<file path="src/rtl/ntm_write_heads_demux.sv">
// ntm_write_heads_demux
//
// Write-head front end for the DNC/NTM datapath. It takes the write part of
// the controller interface vector as a stream of words and splits it, per
// write head, into the fields k, beta, e, v, ga and gw. Every accepted word
// comes out one registered stage later with exactly one field strobe, the
// index of its head and its element index within the field. The vector
// length and head count are latched at START and clipped to W and H.
//
// Per-head word order: k[0..sw-1], beta, e[0..sw-1], v[0..sw-1], ga, gw.
//
// Ports:
//   CLK, RST                 clock (rising edge), async active-high reset
//   START / READY            begin a transfer / one-cycle pulse with final gw
//   SIZE_W_IN, SIZE_H_IN     vector length and head count, latched at START
//   XI_IN_ENABLE, XI_IN      input word stream; a word is accepted when the
//                            enable is high and the block is not idle
//   *_OUT_ENABLE             field strobes: K, BETA, E, V, GA, GW
//   DATA_OUT                 the word qualified by the active strobe
//   HEAD_OUT, INDEX_OUT      head index and element index of DATA_OUT
//   DEBUG_STATE              current FSM state (IDLE = 0)
//
// Handshake: XI_IN_ENABLE is a valid-only strobe with no backpressure. The
// block accepts every valid word while a transfer is in progress, and a
// cycle without valid stalls the FSM for as long as needed. Valid is
// ignored while idle. Output strobes are one-cycle valids with no ready.

module ntm_write_heads_demux #(
    parameter int DATA_SIZE    = 64,
    parameter int CONTROL_SIZE = 64,
    parameter int W            = 64,
    parameter int H            = 4
) (
    input  logic                    CLK,
    input  logic                    RST,
    input  logic                    START,
    output logic                    READY,
    input  logic [DATA_SIZE-1:0]    SIZE_W_IN,
    input  logic [DATA_SIZE-1:0]    SIZE_H_IN,
    input  logic                    XI_IN_ENABLE,
    input  logic [DATA_SIZE-1:0]    XI_IN,
    output logic                    K_OUT_ENABLE,
    output logic                    BETA_OUT_ENABLE,
    output logic                    E_OUT_ENABLE,
    output logic                    V_OUT_ENABLE,
    output logic                    GA_OUT_ENABLE,
    output logic                    GW_OUT_ENABLE,
    output logic [DATA_SIZE-1:0]    DATA_OUT,
    output logic [CONTROL_SIZE-1:0] HEAD_OUT,
    output logic [CONTROL_SIZE-1:0] INDEX_OUT,
    output logic [2:0]              DEBUG_STATE
);

    // Widths hold the values W and H themselves, not only W-1 and H-1.
    localparam int WW = $clog2(W + 1);
    localparam int HW = $clog2(H + 1);

    // Bit positions in the one-hot field vector.
    localparam int F_K    = 0;
    localparam int F_BETA = 1;
    localparam int F_E    = 2;
    localparam int F_V    = 3;
    localparam int F_GA   = 4;
    localparam int F_GW   = 5;

    typedef enum logic [2:0] {
        S_IDLE     = 3'd0,
        S_KEY      = 3'd1,
        S_STRENGTH = 3'd2,
        S_ERASE    = 3'd3,
        S_VECTOR   = 3'd4,
        S_ALLOC    = 3'd5,
        S_WGATE    = 3'd6
    } state_t;

    state_t        state, state_n;
    logic [WW-1:0] sw, sw_clip;
    logic [HW-1:0] sh, sh_clip;
    logic [HW-1:0] h, h_n;
    logic [WW-1:0] j, j_n;
    logic [5:0]    field_n;
    logic          ready_n;
    logic          last_elem;
    logic          last_head;

    // Size clipping, applied at the moment START is taken.
    assign sw_clip = (SIZE_W_IN > DATA_SIZE'(W)) ? WW'(W) : WW'(SIZE_W_IN);
    assign sh_clip = (SIZE_H_IN > DATA_SIZE'(H)) ? HW'(H) : HW'(SIZE_H_IN);

    // Written as an increment-and-compare so that sw = 0 cannot underflow.
    assign last_elem = (WW'(j + WW'(1)) == sw);
    assign last_head = (HW'(h + HW'(1)) == sh);

    assign DEBUG_STATE = state;

    always_comb begin
        state_n = state;
        h_n     = h;
        j_n     = j;
        field_n = '0;
        ready_n = 1'b0;
        case (state)
            S_IDLE: begin
                if (START) begin
                    h_n = '0;
                    j_n = '0;
                    if (sh_clip == '0) begin
                        // Nothing to move: finish at once and stay idle.
                        ready_n = 1'b1;
                    end else if (sw_clip == '0) begin
                        state_n = S_STRENGTH;
                    end else begin
                        state_n = S_KEY;
                    end
                end
            end
            S_KEY: begin
                if (XI_IN_ENABLE) begin
                    field_n[F_K] = 1'b1;
                    if (last_elem) begin
                        state_n = S_STRENGTH;
                        j_n     = '0;
                    end else begin
                        j_n = WW'(j + WW'(1));
                    end
                end
            end
            S_STRENGTH: begin
                if (XI_IN_ENABLE) begin
                    field_n[F_BETA] = 1'b1;
                    j_n             = '0;
                    state_n         = (sw == '0) ? S_ALLOC : S_ERASE;
                end
            end
            S_ERASE: begin
                if (XI_IN_ENABLE) begin
                    field_n[F_E] = 1'b1;
                    if (last_elem) begin
                        state_n = S_VECTOR;
                        j_n     = '0;
                    end else begin
                        j_n = WW'(j + WW'(1));
                    end
                end
            end
            S_VECTOR: begin
                if (XI_IN_ENABLE) begin
                    field_n[F_V] = 1'b1;
                    if (last_elem) begin
                        state_n = S_ALLOC;
                        j_n     = '0;
                    end else begin
                        j_n = WW'(j + WW'(1));
                    end
                end
            end
            S_ALLOC: begin
                if (XI_IN_ENABLE) begin
                    field_n[F_GA] = 1'b1;
                    j_n           = '0;
                    state_n       = S_WGATE;
                end
            end
            S_WGATE: begin
                if (XI_IN_ENABLE) begin
                    field_n[F_GW] = 1'b1;
                    j_n           = '0;
                    if (last_head) begin
                        ready_n = 1'b1;
                        h_n     = '0;
                        state_n = S_IDLE;
                    end else begin
                        h_n     = HW'(h + HW'(1));
                        state_n = (sw == '0) ? S_STRENGTH : S_KEY;
                    end
                end
            end
            default: begin
                state_n = S_IDLE;
                h_n     = '0;
                j_n     = '0;
            end
        endcase
    end

    always_ff @(posedge CLK or posedge RST) begin
        if (RST) begin
            state <= S_IDLE;
            h     <= '0;
            j     <= '0;
            sw    <= '0;
            sh    <= '0;
        end else begin
            state <= state_n;
            h     <= h_n;
            j     <= j_n;
            if (state == S_IDLE && START) begin
                sw <= sw_clip;
                sh <= sh_clip;
            end
        end
    end

    // Output stage: strobes follow the accepted word; data, head and index
    // only update with a strobe and otherwise hold their last value.
    always_ff @(posedge CLK or posedge RST) begin
        if (RST) begin
            K_OUT_ENABLE    <= 1'b0;
            BETA_OUT_ENABLE <= 1'b0;
            E_OUT_ENABLE    <= 1'b0;
            V_OUT_ENABLE    <= 1'b0;
            GA_OUT_ENABLE   <= 1'b0;
            GW_OUT_ENABLE   <= 1'b0;
            READY           <= 1'b0;
            DATA_OUT        <= '0;
            HEAD_OUT        <= '0;
            INDEX_OUT       <= '0;
        end else begin
            K_OUT_ENABLE    <= field_n[F_K];
            BETA_OUT_ENABLE <= field_n[F_BETA];
            E_OUT_ENABLE    <= field_n[F_E];
            V_OUT_ENABLE    <= field_n[F_V];
            GA_OUT_ENABLE   <= field_n[F_GA];
            GW_OUT_ENABLE   <= field_n[F_GW];
            READY           <= ready_n;
            if (|field_n) begin
                DATA_OUT  <= XI_IN;
                HEAD_OUT  <= CONTROL_SIZE'(h);
                // j is already 0 in the scalar states.
                INDEX_OUT <= CONTROL_SIZE'(j);
            end
        end
    end

endmodule
</file>
<file path="config.mk">
export PLATFORM = sky130hd
export DESIGN_NAME = ntm_write_heads_demux
export DESIGN_NICKNAME = d
export VERILOG_FILES = /design/src/rtl/ntm_write_heads_demux.sv
export SDC_FILE = /design/constraint.sdc
export NUM_CORES = 1
export LEC_CHECK = 0
export ABC_AREA = 1
export CAP_MARGIN = 20
export CORE_AREA = 2 2 153 155
export DETAILED_ROUTE_END_ITERATION = 16
export DIE_AREA = 0 0 155 157
export SLEW_MARGIN = 20
export SYNTH_ARGS = -nofsm -noshare
export SYNTH_HDL_FRONTEND = slang
export SYNTH_SLANG_ARGS = --single-unit
</file>
<file path="constraint.sdc">
create_clock -name CLK -period 4.2 [get_ports CLK]
set_input_delay 0.63 -clock CLK [delete_from_list [all_inputs] [get_ports CLK]]
set_output_delay 0.63 -clock CLK [all_outputs]
set_load 0.02 [all_outputs]
</file>
# After elaboration in Yosys (flattened, before gate mapping)
# Index checks and enable logic that the tools add are counted.
word_totals:
  reg_bits: 104
  input_bits: 196
  output_inout_bits: 202
  wordCells: 92
classes:
  addsub: 2
  n_lt_le_gt_ge: 2
  n_eq_ne: 21
  n_mux: 39
  n_bitwise: 1
  n_reduce_logical: 12
ops:
  columns: ["op", "count"]
  rows:
  - ["$gt 64x3->1 const B", 1]
  - ["$gt 64x7->1 const B", 1]
  - ["$mux 3", 16]
  - ["$mux 7", 5]
  - ["$ne 2x2->1 const B", 11]
  - ["$pmux 3 s7", 1]
  - ["$pmux 7 s3", 1]
  - ["$logic_not 7->1", 2]
  - ["$mux 1", 11]
  - ["$reduce_and 11->1", 1]
  - ["$eq 3x3->1 const B", 3]
  - ["$pmux 3 s3", 1]
  - ["$add 7x1->7 const B", 1]
  - ["$eq 7x7->1", 1]
  - ["$eq 3x2->1 const B", 2]
  - ["$logic_not 3->1", 2]
  - ["$mux 2", 3]
  - ["$reduce_and 3->1", 2]
  - ["$reduce_or 3->1", 2]
  - ["$reduce_or 6->1", 1]
  - ["$reduce_or 5->1", 1]
  - ["$ne 2x1->1 const B", 2]
  - ["$add 3x1->3 const B", 1]
  - ["$eq 3x1->1 const B", 1]
  - ["other kinds (4)", 4]

# Logic depth before layout (Yosys ltp)
# Gate-level depths: netlist of run 1.
logic_depth:
  word_depth: 7
  ltp_mapped: 13
  ltp_nobuf: 13

# Worst setup path before layout of run 1
# Ideal clock, no wire load.
synth_path:
  path_kind: "input port to flip-flop"
  start: "in SIZE_W_IN[47]"
  end: "reg sw[0]"
  setup_time_ns: 0.068
  t_arrival_ns: 1.626
  required_ns: 4.132
  setup_slack_ns: 2.506
  stages: 5
  path_buffers: 0
  cell_sequence: "nor2_1 > nand4_1 > nor4_1 > nand4_1 > nand2_1"
synth_between:
  elab_chain_cells: 2
synth_rtl:
  columns: ["item", "line", "text"]
  rows:
  - ["from (decl)", "38", "input logic [DATA_SIZE-1:0] SIZE_W_IN,"]
  - ["$gt 64x7->1", "87", "assign sw_clip = (SIZE_W_IN > DATA_SIZE'(W)) ? WW'(W) : WW'(SIZE_W_IN);"]
  - ["$mux 7", "87", null]
  - ["to (signal assigned)", "198", "sw <= sw_clip;"]
  - ["to (decl)", "77", "logic [WW-1:0] sw, sw_clip;"]
# No other way between the ends.
# A chain may end at the register's enable or synchronous reset.

# Worst setup path in the final report of run 1
layout_path:
  start: "reg state[0] (netlist: DEBUG_STATE[0])"
  end: "out DEBUG_STATE[0]"
layout_lines:
  columns: ["item", "line", "text"]
  rows:
  - ["from (decl)", "76", "state_t state, state_n;"]
  - ["from (signal assigned)", "194", "state <= state_n;"]
  - ["to (decl)", "51", "output logic [2:0] DEBUG_STATE"]
# No word-level cell between the ends.

==> flow_summary_export.csv, run 1 <==
group,metric,value,unit
layout,drive_gt1_share,10.81,%
layout,nFillCells,2176,
sta,maxSlewHeadroom,53.31,%
layout,mostFrequentLayoutCells,"clkdlybuf4s50_1, conb_1, nand2_1",
pwr,p_clk_share,15.9,%
sta,finClkSkew,9.578,ps
setup_path,r2r_start,"DEBUG_STATE[2]$_DFFE_PP0P_",
setup_path,critical_path_buf_inv_count,1,
setup_path,cpLargestDelayFamily,"buffers and inverters",
sta,final_hold_viol_count,0,
floorplan,rows,55,
pwr,total_power,5.014,mW
sta,rsz0062_at_grt,"false",
sta,fin_crit_sh,52.25,%
floorplan,fp.coreArea,0.02250,mm^2
sta,setup_tns,0,ps
grt,grt_pass1_vias,4614,
hold_path,hold_end,"INDEX_OUT[4]$_DFFE_PP0P_",
clock_network,cts_made_buffers,9,
sta,fmax,455.7,MHz
synthesis,synthDistinctLibCells,34,
synthesis,ys_seq_area_share,42.41,%
synthesis,synthesis.area_per_instance,9.199,um^2
synthesis,synth_area,0.006136,mm^2
layout,multiInputGateArea,0.002872,mm^2
clock_network,cts_resized,0,
route,dr.pass1.iters,4,
run_status,status,"finished clean",
clock_network,clk_pin_slew,70,ps
setup_path,crit_fanout,7,
hold_path,hold_path.startpoint,"INDEX_OUT[4]$_DFFE_PP0P_",
setup_path,critPathKind,"flip-flop to output port",
sta,min_period,2194,ps
synthesis,synth_cells,667,
route,drc,0,
synthesis,synth-seq-cells,104,
layout,seqCellArea,0.002603,mm^2
setup_path,cpPeakStageDelay,710,ps
pwr,switching_share,37.51,%
route,ant_nets,0,
pwr,p_leak,4.062,nW
clock_network,cts-root-buf,"clkbuf_16",
clock_network,numClockSinks,104,
route,wirelength,16870,um
route,wl_per_cell,13.63,um
sta,worstMarginPinSlew,700.3,ps
synthesis,ys_warn_count,0,
sta,maxSlewViolCount,0,
hold_path,whs_path_depth,2,
floorplan,initial_core_util,27.27,%
placed_design,io_buffers,279,
pwr,pwr-share-comb,52.1,%
layout,fin_nets,1146,
placed_design,placed_cell_area,0.008813,mm^2
floorplan,die_x,155,um
pwr,max-vdd-ir-drop,0.0002758,V
route,vias_per_cell,4.066,
placed_design,gp_congestion,0.7922,
clock_network,clk_latency,350,ps
clock_network,hold_buffers,0,
setup_path,path_cells,"clkdlybuf4s50_1",
pwr,switchingPower,1.881,mW
sta,setup_violations,0,
grt,grt_max_degree,85,
grt,antenna_found_initial,0,
floorplan,die-area,0.02434,mm^2
setup_path,cp_slowest_cell,"clkdlybuf4s50_1",
setup_path,r2r_cells,4,
layout,areaGrowthSynthToFinish,48.35,%
placed_design,dp_hpwl,13770,um
layout,antenna_cells,0,
clock_network,clk_path_buf_depth,2,
setup_path,startpoint,"DEBUG_STATE[0]$_DFFE_PP0P_",
pwr,intPower,3.133,mW
clock_network,cts_tree,"yes",
grt,grtUsageTotal,13.12,%
layout,mostFrequentLayoutCell,"clkdlybuf4s50_1",
route,vias,5034,
hold_path,worstHoldPathType,"flip-flop to flip-flop",
run,maxCapViolCount,0,
setup_path,r2r_end,"DATA_OUT[54]$_DFFE_PP0P_",
grt,grt_pass1_wl,24890,um
setup_path,cp-start-kind,"flip-flop",
clock_network,cts_setup_buffers,0,
setup_path,setup.worst_path.end_class,"output port",
floorplan,ioPinCount,398,
pwr,p_seq_share,32.0,%
floorplan,die_h,157,um
grt,overflow,0,
pwr,power.density,550.9,mW/mm^2
route,drtIter0Drc,253,
clock_network,htreeDepth,3,
sta,hold_ws,482.8,ps
layout,final_cell_area,0.009102,mm^2
setup_path,ff2ff_setup_slack,2290,ps
setup_path,cp.required,3570,ps
setup_path,arrival,1560,ps
[logic make-up (layout without fill, tap and decap cells)]
logic type / Yosys count / in the layout / share of synthesized area, %
buffers and inverters: 169 / 338 / 18.19
muxes: 64 / 64 / 14.19
DFF: 104 / 104 / 42.41
xor gates and xnor gates: 6 / 6 / 0.8566
other: 1 / 118 / 0.06112
adders and majority gates: 2 / 2 / 0.4078
and+or+nand+nor: 289 / 289 / 20.80
AOI/OAI and AO/OA: 32 / 32 / 3.079
[synth_stat cells]
cell | number | area (um^2)
o21ai_0 | 18 | 90.09
nand2_2 | 1 | 6.260
nor2_4 | 2 | 22.52
clkbuf_1 | 1 | 3.750
nand4_1 | 31 | 193.9
o31ai_1 | 1 | 7.510
nand3_2 | 1 | 10.01
nor3_1 | 4 | 20.02
nor2_2 | 4 | 25.02
buf_4 | 119 | 893.4
a21oi_4 | 1 | 16.27
mux2_4 | 40 | 600.6
o32ai_1 | 1 | 8.760
o21ai_1 | 7 | 35.03
dfrtp_1 | 104 | 2603
xor2_1 | 3 | 26.28
o21ai_2 | 1 | 8.760
buf_6 | 4 | 45.04
ha_1 | 2 | 25.02
mux2_2 | 24 | 270.3
inv_1 | 37 | 138.9
conb_1 | 1 | 3.750
a21oi_1 | 2 | 10.01
o211ai_2 | 1 | 12.51
nand2_4 | 2 | 22.52
xnor2_1 | 3 | 26.28
buf_2 | 4 | 20.02
nor4_1 | 1 | 6.260
inv_2 | 4 | 15.01
nand3_1 | 28 | 140.1
nand2_1 | 107 | 401.6
nor2_1 | 106 | 397.9
nor4_2 | 1 | 12.51
nand3_4 | 1 | 17.52
[worst register-to-register path, delay by kind of cell (launching register included)]
family	cells	cell delay, ps
flops	1	510
mux	1	440
buf+inv	1	430
compound gates	1	220
simple gates	1	200
[stage by stage]
step | setup slack [ps] | std cells | utilization (%)
4_1_cts | 1909 | 1238 | 40.42
5_1_grt | 1935 | 1238 | 40.45
3_5_place_dp | 1545 | 1222 | 39.17
2_1_floorplan | 837.8 | 784 | -
3_3_place_gp | 1556 | 1222 | 39.17
6_report | 2006 | 1238 | 40.45
[state kept, by name (all words and copies together), names as in the netlist]
name	count
GW_OUT_ENABLE	1
DEBUG_STATE	3
sh	3
DATA_OUT	64
HEAD_OUT	3
V_OUT_ENABLE	1
j	7
READY	1
E_OUT_ENABLE	1
K_OUT_ENABLE	1
INDEX_OUT	7
BETA_OUT_ENABLE	1
h	3
GA_OUT_ENABLE	1
sw	7
[area by class of cell]
cell class	count	share of cell area [%]
inverter	41	1.718
clock buffer	10	2.625
clock inverter	6	0.4811
tap	285	3.918
sequential	104	28.59
timing repair buffer	281	31.12
multi-input combinational	511	31.55
[worst max path at each step]
stage / slack (ps) / cells past startpoint / endpoint
floorplan: 840 / 1 / BETA_OUT_ENABLE$_DFF_PP0_
global placement: 1560 / 6 / sw[3]$_DFFE_PP0P_
detailed placement: 1540 / 6 / sw[4]$_DFFE_PP0P_
CTS: 1910 / 6 / sw[4]$_DFFE_PP0P_
global route: 1930 / 1 / DEBUG_STATE[1]
finish: 2010 / 1 / DEBUG_STATE[0]
[power by group through the flow]
stage / combinational, mW / sequential (mW) / clock (mW)
floorplan: 1.17 / 2.04 / 0
global placement: 2.63 / 1.60 / 0
detailed placement: 2.62 / 1.63 / 0
CTS: 2.63 / 1.61 / 0.819
global route: 2.78 / 1.66 / 0.863
finish: 2.61 / 1.61 / 0.796
[routing by layer]
metal  global-route usage, %  up-vias  share of wire, %
met3                   2.808       11               8.2
met5                       0        -                 0
li1                        -     2503                 -
met2                   23.01      258                50
met4                   3.968        0               1.3
met1                   16.18     2262                41
Power figures use the tool's default switching activity.
==> inputs of run 2 (changes only) <==
--- a/config.mk
+++ b/config.mk
@@ -10,6 +10,7 @@
 export CORE_AREA = 2 2 153 155
 export DETAILED_ROUTE_END_ITERATION = 16
 export DIE_AREA = 0 0 155 157
+export PLACE_DENSITY = 0.65
 export SLEW_MARGIN = 20
 export SYNTH_ARGS = -nofsm -noshare
 export SYNTH_HDL_FRONTEND = slang
==> constraint.sdc (replaced) <==
create_clock -name CLK -period 1.8 [get_ports CLK]
set_input_delay 0.27 -clock CLK [delete_from_list [all_inputs] [get_ports CLK]]
set_output_delay 0.27 -clock CLK [all_outputs]
set_load 0.02 [all_outputs]
==> run 2 against run 1 <==
Net effect:
- cell count is 2.6% higher
- first-iteration DRC count up 3.2%
- routed wire length up 1.6%
- largest power group unchanged
==> flow_summary_export.csv, run 2 (same netlist as run 1, synthesis figures left out) <==
group,metric,value,unit
placed_design,dp_cells,1250,
route,vias,5248,
sta,final_hold_viol_count,0,
layout,mostFrequentLayoutCells,"clkdlybuf4s50_1, conb_1, nand2_1",
placed_design,io_buffers,279,
setup_path,critPathKind,"flip-flop to flip-flop",
sta,min_period,1678,ps
clock_network,clk_pin_slew,70,ps
setup_path,cp-start-kind,"flip-flop",
setup_path,arrival,1900,ps
placed_design,dp_slack,-305.9,ps
pwr,p_leak,4.286,nW
layout,nFillCells,2157,
route,vias_per_cell,4.132,
route,drc,0,
route,wirelength,17140,um
floorplan,fp.coreArea,0.02250,mm^2
sta,setup_tns,0,ps
grt,grt_pass1_vias,4999,
sta,setup_violations,0,
layout,drive_gt1_share,14.11,%
grt,grt_max_degree,69,
sta,finClkSkew,11.05,ps
floorplan,ioPinCount,398,
layout,fin_util,42.10,%
layout,largest_register_ffs,64,
pwr,power.density,1306,mW/mm^2
route,ant_nets,0,
sta,fmax,596.0,MHz
floorplan,die_x,155,um
placed_design,dp_hpwl,14070,um
clock_network,cts-root-buf,"clkbuf_16",
clock_network,clk_path_buf_depth,2,
clock_network,hold_buffers,0,
pwr,max-vdd-ir-drop,0.0005606,V
grt,antenna_found_initial,0,
grt,grtUsageTotal,13.24,%
setup_path,crit_fanout,21,
clock_network,numClockSinks,104,
layout,fin_nets,1179,
run,maxCapViolCount,0,
sta,worst_slack,122.2,ps
placed_design,gp_congestion,0.7949,
setup_path,setup.worst_path.end_class,"flip-flop",
grt,grt_pass1_wl,25580,um
sta,rsz0062_at_grt,"true",
grt,overflow,0,
floorplan,die-area,0.02434,mm^2
layout,regMostFlops,"DATA_OUT",
clock_network,clk_latency,340,ps
clock_network,cts_tree,"yes",
sta,maxSlewViolCount,0,
layout,areaGrowthSynthToFinish,54.40,%
run_status,status,"finished clean",
sta,fin_crit_sh,93.21,%
layout,antenna_cells,0,
clock_network,cts_made_buffers,9,
clock_network,htreeDepth,3,
layout,instances_no_fill,1270,
setup_path,cp.required,2020,ps
route,dr.pass1.iters,4,
placed_design,placed_cell_area,0.009062,mm^2
floorplan,rows,55,
route,drtIter0Drc,261,
hold_path,worstHoldPathType,"primary input to asynchronous set/reset pin",
floorplan,die_h,157,um
floorplan,initial_core_util,27.27,%
route,wl_per_cell,13.50,um
layout,final_cell_area,0.009474,mm^2
layout,mostFrequentLayoutCell,"clkdlybuf4s50_1",
-- run 2: cell types whose count changed in the layout (fill, tap and decap cells not counted), moves of 3 or more --
cell / before / now
bufinv_16: 0 / 3
buf_4: 0 / 29
clkdlybuf4s50_1: 279 / 276
buf_12: 2 / 5
-- run 2: cell type report --
class                   count  area (um^2)  area share [%]
clock buffers              10        229.0           2.417
clock inverters             5        103.9           1.096
inverters                  41        157.7           1.664
multi-input cells         511         2903           30.64
flip-flops and latches    104         2603           27.47
well taps                 285        356.6           3.764
repair buffers            314         3122           32.95
-- run 2: metrics by stage --
stage	hold WS, ps	total power [mW]
floorplan	418.5	7.505
global placement	465.1	10.08
detailed placement	472.9	10.17
CTS	395.5	12.41
global route	407.1	13.07
finish	375.6	12.37
-- run 2: worst max-delay path: stages (launching register included) --
cell,delay (ps)
dfrtp_1,450
nand2_1,180
o211ai_4,220
buf_4,170
buf_12,200
mux2_2,350
-- run 2: timing repair --
action                     4_1_cts  5_1_grt
gates resized for setup          2       11
pin swaps                        0        2
setup buffers                    0        5
setup endpoints to repair        2       63
-- run 2: path summary, 6_finish.rpt --
path                                             from                       end  slack [ps]  depth (start not counted)
max                        DEBUG_STATE[2]$_DFFE_PP0P_  DATA_OUT[61]$_DFFE_PP0P_         120                          5
min                                               RST   DATA_OUT[0]$_DFFE_PP0P_         380                          3
max reg2reg                DEBUG_STATE[2]$_DFFE_PP0P_  DATA_OUT[61]$_DFFE_PP0P_         120                          5
min reg2reg                  INDEX_OUT[6]$_DFFE_PP0P_  INDEX_OUT[6]$_DFFE_PP0P_         480                          2
max in group asynchronous                         RST  DATA_OUT[50]$_DFFE_PP0P_        1030                          3
min in group CLK             INDEX_OUT[6]$_DFFE_PP0P_  INDEX_OUT[6]$_DFFE_PP0P_         480                          2
-- run 2: power breakdown --
group	internal [mW]	switching [mW]
Clock	1.36	0.846
Combinational	3.35	3.11
Sequential	3.22	0.492
-- run 2: routing by layer --
metal	global-route usage [%]	up-vias	wire length [um]
met5	0	-	0
met3	2.643	17	1342
met1	15.56	2401	6742
met2	24.19	259	8778
met4	4.277	0	277
li1	-	2571	-
